## src/rtl/ex_mem_stage_pkg.sv

```systemverilog
// ex_mem_stage_pkg
// Shared definitions for the EX/MEM pipeline stage:
//   - data and register-index widths
//   - memory-request FSM state encoding (IDLE=0, REQ=1)
//   - control-bundle layout carried from ID/EX into EX/MEM
//   - word-address helper used to drop the byte offset of an address
package ex_mem_stage_pkg;

    localparam int DATA_W = 32;
    localparam int REG_W  = 5;

    typedef enum logic {
        ST_IDLE = 1'b0,
        ST_REQ  = 1'b1
    } mem_state_e;

    // Bit order is {reg_write, mem_to_reg, mem_read, mem_write}.
    typedef struct packed {
        logic reg_write;
        logic mem_to_reg;
        logic mem_read;
        logic mem_write;
    } ctrl_t;

    // Misaligned low bits are silently discarded; no exception is raised.
    function automatic logic [DATA_W-1:0] word_addr(input logic [DATA_W-1:0] addr);
        return {addr[DATA_W-1:2], 2'b00};
    endfunction

endpackage

```

## src/rtl/ex_mem_stage_mem_req_fsm.sv

```systemverilog
// mem_req_fsm
// Two-state data-memory request controller for the EX/MEM stage.
// Handshake: mem_req_o is held high from the cycle after a memory entry
// is captured until the cycle in which mem_ack_i=1; the transfer
// completes on that rising edge. mem_ack_i outside REQ is ignored.
// Ports:
//   clk_i, rst_i    clock, synchronous active-high reset
//   load_mem_i      the coming edge captures a valid lw/sw entry
//   mem_ack_i       memory completion
//   mem_req_o       request outstanding (state == REQ)
//   stall_o         REQ and no ack yet; freezes the upstream pipeline
//   dbg_state_o     current FSM state
module mem_req_fsm
    import ex_mem_stage_pkg::*;
(
    input  logic       clk_i,
    input  logic       rst_i,
    input  logic       load_mem_i,
    input  logic       mem_ack_i,
    output logic       mem_req_o,
    output logic       stall_o,
    output mem_state_e dbg_state_o
);

    mem_state_e state_q;
    mem_state_e state_d;

    always_ff @(posedge clk_i) begin
        if (rst_i) begin
            state_q <= ST_IDLE;
        end else begin
            state_q <= state_d;
        end
    end

    always_comb begin
        state_d   = state_q;
        mem_req_o = 1'b0;
        stall_o   = 1'b0;
        case (state_q)
            ST_IDLE: begin
                if (load_mem_i) begin
                    state_d = ST_REQ;
                end
            end
            ST_REQ: begin
                mem_req_o = 1'b1;
                stall_o   = ~mem_ack_i;
                // A new memory entry captured on the ack edge issues
                // back-to-back without passing through IDLE.
                if (mem_ack_i) begin
                    state_d = load_mem_i ? ST_REQ : ST_IDLE;
                end
            end
            default: state_d = ST_IDLE;
        endcase
    end

    assign dbg_state_o = state_q;

endmodule

```

## src/rtl/ex_mem_stage.sv

```systemverilog
// ex_mem_stage
// EX/MEM pipeline register, data-memory interface and MEM/WB register.
// Ports:
//   clk_i, rst_i                     clock, synchronous active-high reset
//   ex_*                             instruction arriving from EX
//   flush_i                          squash the instruction being captured
//   stall_o                          freeze PC, IF/ID, ID/EX and EX inputs
//   mem_req_o/we_o/addr_o/wdata_o    data-memory request (word address)
//   mem_ack_i, mem_rdata_i           completion and load data
//   fwd_valid_o/rd_o/data_o          EX/MEM forwarding source
//   wb_valid_o/reg_write_o/rd_o/data_o  MEM/WB register to writeback
//   dbg_state_o                      memory-request FSM state
module ex_mem_stage
    import ex_mem_stage_pkg::*;
(
    input  logic              clk_i,
    input  logic              rst_i,
    input  logic              ex_valid_i,
    input  logic [DATA_W-1:0] ex_alu_result_i,
    input  logic [DATA_W-1:0] ex_store_data_i,
    input  logic [REG_W-1:0]  ex_rd_i,
    input  logic              ex_reg_write_i,
    input  logic              ex_mem_to_reg_i,
    input  logic              ex_mem_read_i,
    input  logic              ex_mem_write_i,
    input  logic              flush_i,
    output logic              stall_o,
    output logic              mem_req_o,
    output logic              mem_we_o,
    output logic [DATA_W-1:0] mem_addr_o,
    output logic [DATA_W-1:0] mem_wdata_o,
    input  logic              mem_ack_i,
    input  logic [DATA_W-1:0] mem_rdata_i,
    output logic              fwd_valid_o,
    output logic [REG_W-1:0]  fwd_rd_o,
    output logic [DATA_W-1:0] fwd_data_o,
    output logic              wb_valid_o,
    output logic              wb_reg_write_o,
    output logic [REG_W-1:0]  wb_rd_o,
    output logic [DATA_W-1:0] wb_data_o,
    output mem_state_e        dbg_state_o
);

    ctrl_t             ex_ctrl;
    logic              load_mem;

    logic              ent_valid;
    ctrl_t             ent_ctrl;
    logic [REG_W-1:0]  ent_rd;
    logic [DATA_W-1:0] ent_alu;
    logic [DATA_W-1:0] ent_store;

    assign ex_ctrl = {ex_reg_write_i, ex_mem_to_reg_i, ex_mem_read_i, ex_mem_write_i};

    // stall_o depends only on FSM state and ack, so this has no comb loop.
    assign load_mem = ~stall_o & ex_valid_i & ~flush_i & (ex_mem_read_i | ex_mem_write_i);

    mem_req_fsm u_fsm (
        .clk_i       (clk_i),
        .rst_i       (rst_i),
        .load_mem_i  (load_mem),
        .mem_ack_i   (mem_ack_i),
        .mem_req_o   (mem_req_o),
        .stall_o     (stall_o),
        .dbg_state_o (dbg_state_o)
    );

    // EX/MEM register: holds while stalled; flush only acts on a load.
    always_ff @(posedge clk_i) begin
        if (rst_i) begin
            ent_valid <= 1'b0;
            ent_ctrl  <= '0;
            ent_rd    <= '0;
            ent_alu   <= '0;
            ent_store <= '0;
        end else if (!stall_o) begin
            ent_valid <= ex_valid_i & ~flush_i;
            ent_ctrl  <= ex_ctrl;
            ent_rd    <= ex_rd_i;
            ent_alu   <= ex_alu_result_i;
            ent_store <= ex_store_data_i;
        end
    end

    // The request fields come straight from the held entry, so they stay
    // stable for as long as the request is outstanding.
    assign mem_we_o    = mem_req_o & ent_ctrl.mem_write;
    assign mem_addr_o  = word_addr(ent_alu);
    assign mem_wdata_o = ent_store;

    // Loads are excluded: their result is not known until the ack.
    assign fwd_valid_o = ent_valid & ent_ctrl.reg_write & ~ent_ctrl.mem_read & (ent_rd != '0);
    assign fwd_rd_o    = ent_rd;
    assign fwd_data_o  = ent_alu;

    // MEM/WB register: a stalled cycle inserts a bubble. A load entry only
    // leaves EX/MEM on the ack edge, so mem_rdata_i is valid when sampled.
    always_ff @(posedge clk_i) begin
        if (rst_i) begin
            wb_valid_o     <= 1'b0;
            wb_reg_write_o <= 1'b0;
            wb_rd_o        <= '0;
            wb_data_o      <= '0;
        end else if (!stall_o) begin
            wb_valid_o     <= ent_valid;
            wb_reg_write_o <= ent_valid & ent_ctrl.reg_write & (ent_rd != '0);
            wb_rd_o        <= ent_rd;
            wb_data_o      <= ent_ctrl.mem_to_reg ? mem_rdata_i : ent_alu;
        end else begin
            wb_valid_o     <= 1'b0;
            wb_reg_write_o <= 1'b0;
        end
    end

endmodule

```

## config.mk

```make
export PLATFORM = sky130hd
export DESIGN_NAME = ex_mem_stage
export DESIGN_NICKNAME = d
export VERILOG_FILES = /design/src/rtl/ex_mem_stage_pkg.sv /design/src/rtl/ex_mem_stage_mem_req_fsm.sv /design/src/rtl/ex_mem_stage.sv
export SDC_FILE = /design/constraint.sdc
export NUM_CORES = 1
export LEC_CHECK = 0
export CORE_ASPECT_RATIO = 0.5
export CORE_UTILIZATION = 35
export DETAILED_ROUTE_END_ITERATION = 12
export PLACE_DENSITY = 0.79
export SLEW_MARGIN = 30
export SYNTH_ARGS = -nofsm -noshare
export SYNTH_HDL_FRONTEND = slang
export SYNTH_SLANG_ARGS = --single-unit
```

## constraint.sdc

```tcl
create_clock -name clk_i -period 2.35 [get_ports clk_i]
set_input_delay 0.235 -clock clk_i [delete_from_list [all_inputs] [get_ports clk_i]]
set_output_delay 0.235 -clock clk_i [all_outputs]
set_load 0.02 [all_outputs]
```

==> results of run 1 <==
path summary, 6_finish.rpt:
path	to	cells after the start
hold reg to reg	mem_wdata_o[11]	2
setup / recovery	stall_o	3
setup reg to reg	wb_data_o[15]	4
hold / removal	fwd_data_o[15]	2
metrics by stage:
| step | hold slack, ns | total power, mW | std cells |
|---|---|---|---|
| finish | 0.229 | 5.48 | 924 |
| floorplan | 0.375 | 2.66 | 535 |
| global placement | 0.437 | 3.14 | 892 |
| detailed placement | 0.443 | 3.16 | 892 |
| global route | 0.229 | 5.71 | 924 |
| CTS | 0.222 | 5.54 | 924 |
cells by family after synthesis:
kind of cell | count (synthesis) | share of synthesized area
muxes | 32 | 0.0684
other | 1 | 0.000801
buffers and inverters | 75 | 0.111
and+or+nand+nor | 199 | 0.164
DFF | 114 | 0.488
AOI/OAI and AO/OA | 113 | 0.169
timing repair:
| action | 4_1_cts | 5_1_grt |
|---|---|---|
| resized for setup | 0 | 1 |
| setup endpoints to repair | 0 | 1 |
| buffers inserted | 0 | 0 |
where the power goes:
part	leakage [nW]	total [mW]	switching [mW]	internal, mW
Sequential	0.946	2.15	0.0920	2.06
Combinational	1.79	0.962	0.447	0.515
Clock	0.280	2.37	0.830	1.54
Total	3.01	5.48	1.37	4.11
layout make-up:
| type | count | area [um^2] | area share |
|---|---|---|---|
| Multi-Input combinational cell | 346 | 1890 | 0.250 |
| Clock inverter | 4 | 20.0 | 0.00264 |
| Inverter | 1 | 6.26 | 0.000825 |
| Clock buffer | 28 | 537 | 0.0708 |
| Timing Repair Buffer | 261 | 2630 | 0.347 |
| Tap cell | 170 | 213 | 0.0281 |
| Sequential cell | 114 | 2280 | 0.301 |
layout by cell type (no fill, tap or decap), types with 2 or more instances in the layout:
cell type,count
mux2i_1,32
dfxtp_1,113
clkbuf_16,17
conb_1,2
buf_4,7
buf_12,3
clkbuf_1,4
nand2_1,159
a211oi_2,29
clkinv_2,4
clkbuf_8,7
a211oi_1,3
nor2_1,33
a21oi_1,80
clkdlybuf4s50_1,250
registers in the layout, indices dropped and copies added, names as in the netlist:
name / flops
wb_rd_o: 5
fwd_rd_o: 5
u_fsm.dbg_state_o: 1
mem_wdata_o: 32
wb_valid_o: 1
fwd_data_o: 32
wb_reg_write_o: 1
wb_data_o: 32
ent_valid: 1
ent_ctrl: 4
metal layers:
metal | wire (um) | part of all wire | global-route usage | up-vias
li1 | - | - | - | 2147
met1 | 5610 | 0.40 | 0.221 | 2038
met2 | 7490 | 0.54 | 0.373 | 88
met3 | 519 | 0.037 | 0.0447 | 26
met4 | 333 | 0.024 | 0.0926 | 0
met5 | 0 | 0 | 0 | -
worst max-delay path: stages, from the launching register on:
cell and delay [ns]:
dfxtp_1 0.48, nand2b_4 0.12, inv_4 0.15, clkdlybuf4s50_1 0.63
==> flow_summary.toml, run 1 <==
[status]
status = "finished with violations"
violations = "DRC"

[power]
leakage_nw = 3.01
irDropWorstVdd_uv = 442
power.density_nw_per_um2 = 723

[flow_run]
drv_cap = 0

[synthesis]
synth.area.top_cells = "dfxtp_1 49%, nand2_1 13%, a21oi_1 8.6%"
syn_area_um2 = 4680
ys_seq_area_frac = 0.488
synth.distinct_cells = 22
avgSynthCellArea_um2 = 8.77
ys_ff_latch = 114
synthArstFlopShare = 0
synthTopCellsByCount = "159 x nand2_1, 114 x dfxtp_1, 80 x a21oi_1, 44 x buf_4, 33 x nor2_1"
synth_edf_count = 0
synthFlopType = "dfxtp_1"
yosysTopAreaCell = "dfxtp_1"
synthCells = 534
yosysWarnings = 0
yosys.cell_count.top_type = "nand2_1"
yosys.area.top_type_share = 0.488

[critical_path]
crit_start = "u_fsm.dbg_state_o"
r2r_setup_slack_ns = 0.90
cp.arrival_ns = 1.78
cp_data_required_time_ns = 2.12
end_kind = "output port"
worstPathMaxFanout = 12
crit_path_start_kind = "register"
path_class = "reg2out"
timing.rr.start = "u_fsm.dbg_state_o"

[floorplanning]
initial_core_util = 0.364
io_pins = 255
rows = 29
coreArea_um2 = 12800
die_y_um = 83.8
die_w_um = 166
dieArea_um2 = 13900

[clock_network]
cts_hold_buffers = 0
clock_latency_ns = 0.40
clock_sinks = 114
cts_root_buffer = "clkbuf_16"
h-tree-depth = 4
numCtsBuffers = 17
clk_pin_slew_worst_paths_ns = 0.05
clock_path_buffers = 2
tritoncts = "built"

[placed_design]
gp_congestion = 0.786
port_buffers = 252
dpl_worst_slack_ns = 0.457
dpl_cell_area_um2 = 7020
dpl.hpwl_mm = 10.3

[global_routing]
grt_pass1_vias = 4313
grt.total_usage = 0.203
overflow = 0
grt_pass1_wl_mm = 21.8
antenna_found_initial = 0
grt_max_degree = 120

[timing]
rsz0062_at_grt = "no"
worst_slack_ns = 0.336
setup_violations = 0
tns_ns = 0
hold_violations = 0
timing.final.crit_share = 0.857
fin_skew_ns = 0.00569
worst_slew_pin_slew_ns = 0.568
slew_violations = 0
max_slew_margin = 0.622
fmax_mhz = 497
fin_crit_ns = 2.01

[routing]
wl_per_cell_um = 15.1
num_vias = 4299
drtPass1Iterations = 8
ant_nets = 0
first_iter_violations = 219
drc = 11
vias_per_cell = 4.65
wirelength_mm = 14.0

[cells_and_area]
fin_util = 0.590
final_area_um2 = 7580
nFillCells = 1090
drive_above_1_share = 0.0928
fin_nets = 851
area_growth_pct = 61.9
antennaDiodeCount = 0

[worst_hold_path]
worstHoldPathType = "in2reg"
min_from = "rst_i"
Power figures use the tool's default switching activity.
==> inputs of run 2 (changes only) <==
--- a/config.mk
+++ b/config.mk
@@ -5,6 +5,7 @@
 export SDC_FILE = /design/constraint.sdc
 export NUM_CORES = 1
 export LEC_CHECK = 0
+export CAP_MARGIN = 20
 export CORE_ASPECT_RATIO = 0.5
 export CORE_UTILIZATION = 35
 export DETAILED_ROUTE_END_ITERATION = 12
==> results of run 2 <==
Same layout as run 1: the final DEF is identical, and so are final timing and power.
